$ cat src/rtl/disp_mux_n.sv
// Frame-synchronous N-way VGA stream multiplexer with optional per-frame brightness fade.
// Channel switches are committed only on the active channel's vblank rising edge.
module disp_mux_n #(
    parameter int CH        = 4,
    parameter int SEL_W     = 3,
    parameter int INIT_CH   = 0,
    parameter int FADE_STEP = 1
) (
    input  logic              clk,
    input  logic              rst,
    input  logic [SEL_W-1:0]  sel_in,
    input  logic [CH*12-1:0]  rgb_in,
    input  logic [CH*11-1:0]  hcount_in,
    input  logic [CH*11-1:0]  vcount_in,
    input  logic [CH-1:0]     hsync_in,
    input  logic [CH-1:0]     vsync_in,
    input  logic [CH-1:0]     hblnk_in,
    input  logic [CH-1:0]     vblnk_in,
    output logic [11:0]       rgb_out,
    output logic [10:0]       hcount_out,
    output logic [10:0]       vcount_out,
    output logic              hsync_out,
    output logic              vsync_out,
    output logic              hblnk_out,
    output logic              vblnk_out,
    output logic [2:0]        active_ch,
    output logic              busy
);

    typedef enum logic [1:0] {SHOW, WAIT_VB, FADE_OUT, FADE_IN} state_t;

    localparam logic [7:0] FC_LAST  = 8'((FADE_STEP > 0) ? FADE_STEP - 1 : 0);
    localparam logic [2:0] INIT_SEL = 3'(INIT_CH);

    state_t      state, state_nxt;
    logic [2:0]  pending, pending_nxt, active_nxt;
    logic [2:0]  fl, fl_nxt;
    logic [7:0]  fc, fc_nxt;

    logic [11:0] rgb_a, rgb_dim;
    logic [10:0] hc_a, vc_a;
    logic        hs_a, vs_a, hb_a, vb_a;
    logic        fe, sel_ok;
    logic [2:0]  sel_ch;

    // NOTE: every variable written in always_comb gets a default first, so no path can infer a latch.
    always_comb begin
        rgb_a = rgb_in[11:0];
        hc_a  = hcount_in[10:0];
        vc_a  = vcount_in[10:0];
        hs_a  = hsync_in[0];
        vs_a  = vsync_in[0];
        hb_a  = hblnk_in[0];
        vb_a  = vblnk_in[0];
        for (int k = 1; k < CH; k++) begin
            if (active_ch == 3'(k)) begin
                rgb_a = rgb_in[12*k +: 12];
                hc_a  = hcount_in[11*k +: 11];
                vc_a  = vcount_in[11*k +: 11];
                hs_a  = hsync_in[k];
                vs_a  = vsync_in[k];
                hb_a  = hblnk_in[k];
                vb_a  = vblnk_in[k];
            end
        end
    end

    // vblnk_out already holds last cycle's vblnk of the active channel.
    assign fe      = vb_a & ~vblnk_out;
    assign sel_ok  = (32'(sel_in) < 32'(CH));
    assign sel_ch  = 3'(sel_in);
    assign rgb_dim = {rgb_a[11:8] >> fl, rgb_a[7:4] >> fl, rgb_a[3:0] >> fl};
    assign busy    = (state != SHOW);

    always_comb begin
        state_nxt   = state;
        pending_nxt = pending;
        active_nxt  = active_ch;
        fl_nxt      = fl;
        fc_nxt      = fc;
        case (state)
            SHOW: begin
                if (sel_ok && sel_ch != active_ch) begin
                    pending_nxt = sel_ch;
                    fc_nxt      = 8'd0;
                    state_nxt   = (FADE_STEP > 0) ? FADE_OUT : WAIT_VB;
                end
            end
            WAIT_VB: begin
                if (fe) begin
                    active_nxt = pending;
                    state_nxt  = SHOW;
                end
            end
            FADE_OUT: begin
                if (sel_ok && sel_ch != pending)
                    pending_nxt = sel_ch;
                if (fe) begin
                    if (fc == FC_LAST) begin
                        fc_nxt = 8'd0;
                        fl_nxt = fl + 3'd1;
                        // Fully dark: swap to the latest request on this same frame event.
                        if (fl == 3'd3) begin
                            active_nxt = pending_nxt;
                            state_nxt  = FADE_IN;
                        end
                    end else begin
                        fc_nxt = fc + 8'd1;
                    end
                end
            end
            FADE_IN: begin
                if (fe) begin
                    if (fc == FC_LAST) begin
                        fc_nxt = 8'd0;
                        fl_nxt = fl - 3'd1;
                        if (fl == 3'd1)
                            state_nxt = SHOW;
                    end else begin
                        fc_nxt = fc + 8'd1;
                    end
                end
            end
            default: state_nxt = SHOW;
        endcase
    end

    // NOTE: sequential state uses non-blocking assignments so all registers update from pre-edge values.
    always_ff @(posedge clk or negedge rst) begin
        if (!rst) begin
            state     <= SHOW;
            active_ch <= INIT_SEL;
            pending   <= INIT_SEL;
            fl        <= 3'd0;
            fc        <= 8'd0;
        end else begin
            state     <= state_nxt;
            active_ch <= active_nxt;
            pending   <= pending_nxt;
            fl        <= fl_nxt;
            fc        <= fc_nxt;
        end
    end

    always_ff @(posedge clk or negedge rst) begin
        if (!rst) begin
            rgb_out    <= 12'd0;
            hcount_out <= 11'd0;
            vcount_out <= 11'd0;
            hsync_out  <= 1'b0;
            vsync_out  <= 1'b0;
            hblnk_out  <= 1'b0;
            vblnk_out  <= 1'b0;
        end else begin
            rgb_out    <= (hb_a || vb_a) ? 12'd0 : rgb_dim;
            hcount_out <= hc_a;
            vcount_out <= vc_a;
            hsync_out  <= hs_a;
            vsync_out  <= vs_a;
            hblnk_out  <= hb_a;
            vblnk_out  <= vb_a;
        end
    end

endmodule

$ cat config.mk
export PLATFORM = sky130hd
export DESIGN_NAME = disp_mux_n
export DESIGN_NICKNAME = d
export VERILOG_FILES = /design/src/rtl/disp_mux_n.sv
export SDC_FILE = /design/constraint.sdc
export NUM_CORES = 1
export LEC_CHECK = 0
export CORE_UTILIZATION = 37
export CTS_CLUSTER_SIZE = 10
export DETAILED_ROUTE_END_ITERATION = 12
export GPL_TIMING_DRIVEN = 1
export PLACE_DENSITY_LB_ADDON = 0.3
export SYNTH_ARGS = -nofsm -noshare
export SYNTH_HDL_FRONTEND = slang
export SYNTH_SLANG_ARGS = --single-unit
$ cat constraint.sdc
create_clock -name clk -period 2.2 [get_ports clk]
set_clock_uncertainty 0.2 [all_clocks]
set_input_delay 0.44 -clock clk [delete_from_list [all_inputs] [get_ports clk]]
set_output_delay 0.44 -clock clk [all_outputs]
set_load 0.05 [all_outputs]
==> metrics.md, run 1 <==
| Metric | Value |
|---|---|
| Pin count of the biggest net entering global routing | `42` |
| IO buf count | `slightly below 200` |
| CP Launch Type | `register` |
| FF+latch count, synth | `57` |
| Remaining DRCs | `0` |
| Detailed Route Iter0 Violations | `about 260` |
| Hold Path Class | `register to register` |
| Simple-gate portion of the synthesized area | `0.185` |
| Tmin final | `2180 ps` |
| GR Util met1 | `0.305` |
| Status | `complete, no violations` |
| XOR/XNOR Fraction of Synth Area | `0.0133` |
| Max_slew headroom | `0.609` |
| Syn Area/Cell | `8.46 µm²` |
| Yosys top cell area share | `0.362` |
| Post-Syn Nets | `roughly 630` |
| Initial antenna violation count | `1` |
| Clock Sinks | `57` |
| Crit-path most repeated cell | `buf_4` |
| Gr ovfl total | `0` |
| Share of cells above drive strength 1 | `0.142` |
| Top cells by count, synth | `nor2_1 (88), dfrtp_1 (57), a21oi_1 (38)` |
| Power per cell area | `around 560 mW/mm²` |
| Max stage delay on crit path | `~480 ps` |
| Vias per Instance | `~5.4` |
| First-pass GRT wire length | `around 22 mm` |
| Number of global-route vias before repair | `4374` |
| # IOs | `between 150 and 200` |
| Final hold violation count | `0` |
| Critical path's slowest cell | `dfrtp_2` |
| Arrival @ worst endpoint | `about 2200 ps` |
| Register area share after synthesis | `0.362` |
| Worst-path clk slew | `about 70 ps` |
| Starting Density | `0.382` |
| RSZ-0062 raised after global routing | `true` |
| DP Wirelength | `between 10 and 15 mm` |
| EDFF count, synth | `0` |
| Syn Inst Count | `between 400 and 500` |
| Critical path type | `register to register` |
| CTS tree | `yes` |
| Die Ht | `between 100 and 150 µm` |
| DR vias | `4421` |
| Final RePlAce weighted congestion | `0.902` |
| GR Util All Layers | `0.251` |
| Fin nets | `about 850` |
| Gate power share | `0.354` |
| Least-Margin Pin Slew | `between 500 and 600 ps` |
| Period utilization | `0.990` |
| Dominant cells by area after synthesis | `dfrtp_1 (36%), mux2i_1 (8.9%), nor2_1 (8.4%), a221oi_1 (5.3%), a21oi_1 (4.8%)` |
| Pint | `roughly 0.0025 W` |
| CTS buffer count | `9` |
| Most numerous cell in the Yosys netlist | `nor2_1` |
| Post-Route WL | `~14 mm` |
| FMAX | `459 MHz` |
| Sequential Power Share | `0.342` |
| TNS Setup | `0 ps` |
| CP Capture Type | `register` |
| Asr flop ratio synth | `1.00` |
| Final setup viols | `0` |
| Clock Tree Buf Depth | `2` |
| Fraction of the mapped netlist area in adder cells | `0.0190` |
| Full die area | `about 0.011 mm²` |
| Peak VDD IR | `~0.00030 V` |
| Row cnt | `37` |
| Syn. warnings | `0` |
| Worst-path maximum fanout | `9` |
| Cell Area, Synth | `between 0.003 and 0.004 mm²` |
| Clk pwr share | `0.304` |
| Sw frac | `0.320` |
| GRT met2 Usage | `0.436` |
| Synth Area in Compound Gates | `0.234` |
| H-Tree Depth | `3` |
| Fin util | `0.647` |
| Clk_lat worst skew | `about 330 ps` |
| Slew Limit Fails | `0` |
| Max cap viols | `0` |
| Main combinational cell family by area after synthesis | `compound AO/OA/AOI/OAI gates` |
| Clock root buffer | `clkbuf_8` |
| M3 GR Usage | `0.0526` |
| Area Growth Syn to Fin | `69.4%` |
| Worst Path Buf+Inv | `3` |
| Mux cell area share after synthesis | `0.120` |
| CP top delay family | `simple AND/OR/NAND/NOR gates` |
| Cell variety after synth | `55` |
| Worst-path cell chain | `buf_4 > buf_4 > nand2b_1 > o31a_1 > and4bb_2 > buf_4 > and3_1` |
| Pleak | `between 2 and 3 nW` |
| GR peak layer | `met2` |
| Sw power | `0.00119 W` |
| Antenna Violating Nets Remaining | `0` |
| Cell taking the most area after synthesis | `dfrtp_1` |
| Die Wd | `roughly 110 µm` |
| Avg WL per Cell | `17.1 µm` |
| Crit path required time | `2220 ps` |
| Main synth FF type | `dfrtp_1` |
| DR pass1 iterations | `6` |
| Core ar. | `just over 0.01 mm²` |
-- cell usage in the layout (no fill, tap or decap), types with 11 or more instances in the layout --
cell type        instances
a21oi_1                 37
a221oi_1                24
buf_4                   37
clkbuf_8                11
clkdlybuf4s50_1        189
dfrtp_1                 54
inv_1                   29
mux2i_1                 34
nand2_1                 27
nor2_1                  88
o21ai_0                 12
-- final timing paths --
| path | slack (ps) | cells after the start | start | to |
|---|---|---|---|---|
| max in group asynchronous | 750 | 3 | rst | active_ch[1] |
| min in group asynchronous | 430 | 2 | rst | vcount_out[6] |
| worst min-delay path | 330 | 1 | pending[2] | pending[2] |
| worst max register to register | 20 | 7 | active_ch[2] | rgb_out[11] |
| worst max-delay path | 20 | 7 | active_ch[2] | rgb_out[11] |
| worst min register to register | 330 | 1 | pending[2] | pending[2] |
-- logic make-up after synthesis --
| logic type | Yosys count |
|---|---|
| AND/OR/NAND/NOR | 158 |
| AO/OA/AOI/OAI | 128 |
| buffers and inverters | 65 |
| flip-flops | 57 |
| multiplexers | 46 |
| XOR/XNOR | 6 |
| adder cells (fa/ha/maj) | 6 |
-- through the flow --
step	cell area, µm²	std cells	power [W]	hold slack, ps	setup WS, ps
floorplan	3970	466	0.00194	-55.6	-158
global placement	6280	803	0.00251	266	-351
detailed placement	6280	803	0.00254	263	-399
CTS	6540	820	0.00368	329	1.86
global route	6680	826	0.00389	346	-46.6
finish	6680	826	0.00371	328	21.4
-- registers in the layout, indices dropped and copies added (netlist names) --
name and cells:
state 2, hblnk_out 1, pending 3, vblnk_out 1, fl 3, hcount_out 11, hsync_out 1, fc 8
active_ch 3, rgb_out 12, vcount_out 11, vsync_out 1
-- repair_timing --
action / 4_1_cts / 5_1_grt
resized for setup: 2 / 24
pin swaps: 0 / 9
endpoints found under the setup margin: 7 / 27
endpoints found under the hold margin: 21 / 0
gates cloned: 0 / 1
setup buffers: 0 / 5
hold buffers: 1 / 0
-- power by group through the flow --
stage | Clock (W) | Combinational [W] | Sequential [W]
2_1_floorplan | 0 | 0.000501 | 0.00144
3_3_place_gp | 0 | 0.00124 | 0.00127
3_5_place_dp | 0 | 0.00127 | 0.00127
4_1_cts | 0.00115 | 0.00128 | 0.00126
5_1_grt | 0.00120 | 0.00141 | 0.00128
6_report | 0.00113 | 0.00131 | 0.00127
-- per-layer routing --
layer / routed length, µm / share of wire
met1: 5830 / 0.41
met5: 0 / 0
met4: 513 / 0.036
met3: 767 / 0.054
met2: 6980 / 0.50
-- layout make-up --
type                            instances  area, µm²
Antenna cell                            1       2.50
Clock buffer                           11        151
Clock inverter                          5       77.6
Fill cell                             871       3640
Inverter                               32        124
Multi-Input combinational cell        344       2340
Sequential cell                        57       1430
Tap cell                              136        170
Timing Repair Buffer                  240       2380
No activity file was read; power rests on OpenSTA's default activity.
==> run 2: changes to the inputs <==
CORE_MARGIN = 2   (was not set)
==> run 2 against run 1 <==
Net effect:
- register-to-register slack improved by 20 ps
- hold slack worse by 19 ps
- clock power shrank 12%
- non-clock buffer count did not move
- critical path type unchanged
- count of clock-buffer cells in the layout is the same
- first-iteration DRC count fell by 11%
- critical path depth is the same
- flip-flop and latch count stayed put
- power shrank 3.5%
- global-route usage down 0.43 points
- final cell count is 0.12% lower
- setup slack better by 24 ps
==> metrics.md, run 2 (synthesis results as in run 1) <==
| Metric | Value |
|---|---|
| Critical path type | `register to register` |
| CP top delay family | `simple AND/OR/NAND/NOR gates` |
| Max cap viols | `0` |
| Least-Margin Pin Slew | `approximately 550 ps` |
| Pin count of the biggest net entering global routing | `58` |
| Worst-path cell chain | `and4bb_1 > a2111oi_4 > buf_6 > buf_6 > and4bb_4 > nand2_4 > o22ai_2` |
| Non-Filler Instances | `about 830` |
| Initial antenna violation count | `0` |
| Antenna Cells | `0` |
| Placed Cells | `799` |
| DR pass1 iterations | `4` |
| Antenna Violating Nets Remaining | `0` |
| Post-Route WL | `between 10 and 15 mm` |
| Die Ht | `roughly 110 µm` |
| Worst-path maximum fanout | `8` |
| Critical path's slowest cell | `dfrtp_2` |
| CTS buffer count | `9` |
| Clock root buffer | `clkbuf_8` |
| Crit path required time | `2260 ps` |
| Sw power | `~0.0012 W` |
| Avg WL per Cell | `about 18 µm` |
| Status | `complete, no violations` |
| Detailed Route Iter0 Violations | `about 240` |
| DP Wirelength | `11.0 mm` |
| Crit-path most repeated cell | `buf_6` |
| Clock Sinks | `57` |
| Max_slew headroom | `0.628` |
| PnR Total Power | `approximately 0.0036 W` |
| Hold Path Class | `register to register` |
| Vias per Instance | `~5.4` |
| Tmin final | `roughly 2200 ps` |
| Slew Limit Fails | `0` |
| GR Util All Layers | `0.247` |
| Worst Path Buf+Inv | `2` |
| Multi-input gate area | `~0.0024 mm²` |
| IO buf count | `198` |
| Arrival @ worst endpoint | `around 2200 ps` |
| CTS tree | `yes` |
| Clock Tree Buf Depth | `2` |
| Share of cells above drive strength 1 | `0.141` |
| Most flop-heavy register | `rgb_out` |
| CP Launch Type | `register` |
| RSZ-0062 raised after global routing | `true` |
| Max stage delay on crit path | `480 ps` |
| Final setup viols | `0` |
| Pleak | `2.92 nW` |
| DR vias | `4429` |
| H-Tree Depth | `3` |
| Fin nets | `approximately 850` |
| First-pass GRT wire length | `22.1 mm` |
| Peak VDD IR | `~0.00026 V` |
| Clk_lat worst skew | `~340 ps` |
| Most frequent cells in the layout | `clkdlybuf4s50_1 (188), nor2_1 (88), dfrtp_1 (54)` |
| Final hold violation count | `0` |
| CP Capture Type | `register` |
| Area Growth Syn to Fin | `69.1%` |
| FMAX | `approximately 460 MHz` |
| Gate power share | `0.370` |
| Clk pwr share | `0.276` |
| Most common cell after layout, fill and taps aside | `clkdlybuf4s50_1` |
| Sw frac | `0.334` |
| Worst-path clk slew | `roughly 70 ps` |
| Biggest regs | `rgb_out (12), hcount_out (11), vcount_out (11)` |
| Fill count | `about 850` |
| Die Wd | `107 µm` |
| Starting Density | `0.382` |
| Power per cell area | `537 mW/mm²` |
| Core ar. | `between 0.01 and 0.015 mm²` |
| Full die area | `about 0.012 mm²` |
| Sequential Power Share | `0.354` |
| Row cnt | `37` |
| Number of global-route vias before repair | `~4400` |
| # IOs | `between 150 and 200` |
| Remaining DRCs | `0` |
| Final RePlAce weighted congestion | `~0.87` |
| Gr ovfl total | `0` |
| Pint | `about 0.0024 W` |
| Largest register FFs | `12` |
| Sequential cell area | `0.00143 mm²` |
| Period utilization | `0.979` |
## run 2: final cells by class
cell class | instances | share of cell area
tap | 136 | 0.0255
multi-input combinational | 344 | 0.353
sequential | 57 | 0.215
inverter | 32 | 0.0180
clock buffer | 11 | 0.0212
clock inverter | 5 | 0.00826
timing repair buffer | 240 | 0.359
## run 2: worst paths after layout
path / from / endpoint / cells past startpoint / slack, ps
max in group asynchronous: rst / active_ch[1] / 3 / 1070
max: active_ch[0] / rgb_out[8] / 7 / 50
min: pending[1] / pending[1] / 1 / 310
max reg2reg: active_ch[0] / rgb_out[8] / 7 / 50
min in group asynchronous: rst / fc[7] / 3 / 430
min reg2reg: pending[1] / pending[1] / 1 / 310
## run 2: what timing repair did
item / CTS / global route
endpoints found under the hold margin: 57 / 0
cloned: 1 / 0
buffers inserted: 2 / 6
pin swaps: 0 / 8
hold buffers: 1 / 0
gates resized for setup: 6 / 16
setup endpoints to repair: 10 / 17
## run 2: power groups by stage
stage          Sequential, W  Clock, W  Combinational (W)
2_1_floorplan        0.00144         0           0.000501
6_report             0.00127  0.000989            0.00133
4_1_cts              0.00126   0.00101            0.00130
3_5_place_dp         0.00127         0            0.00126
5_1_grt              0.00129   0.00106            0.00142
3_3_place_gp         0.00127         0            0.00123
## run 2: routing by layer
metal | track usage | wire length (µm) | vias up | part of all wire
li1 | - | - | 2104 | -
met5 | 0 | 0 | - | 0
met3 | 0.0492 | 884 | 26 | 0.061
met1 | 0.288 | 5740 | 2140 | 0.39
met2 | 0.442 | 7640 | 159 | 0.52
met4 | 0.0983 | 339 | 0 | 0.023
## run 2: metrics by stage
step,util,hold WS (ps),worst slack [ps],instance area (µm²),setup TNS (ps)
2_1_floorplan,-,-55.6,-158,3970,-872
3_3_place_gp,0.606,271,-355,6250,-6380
3_5_place_dp,0.606,272,-439,6250,-8490
4_1_cts,0.633,312,2.68,6540,0
5_1_grt,0.646,338,-39.2,6670,-155
6_report,0.646,309,45.4,6670,0
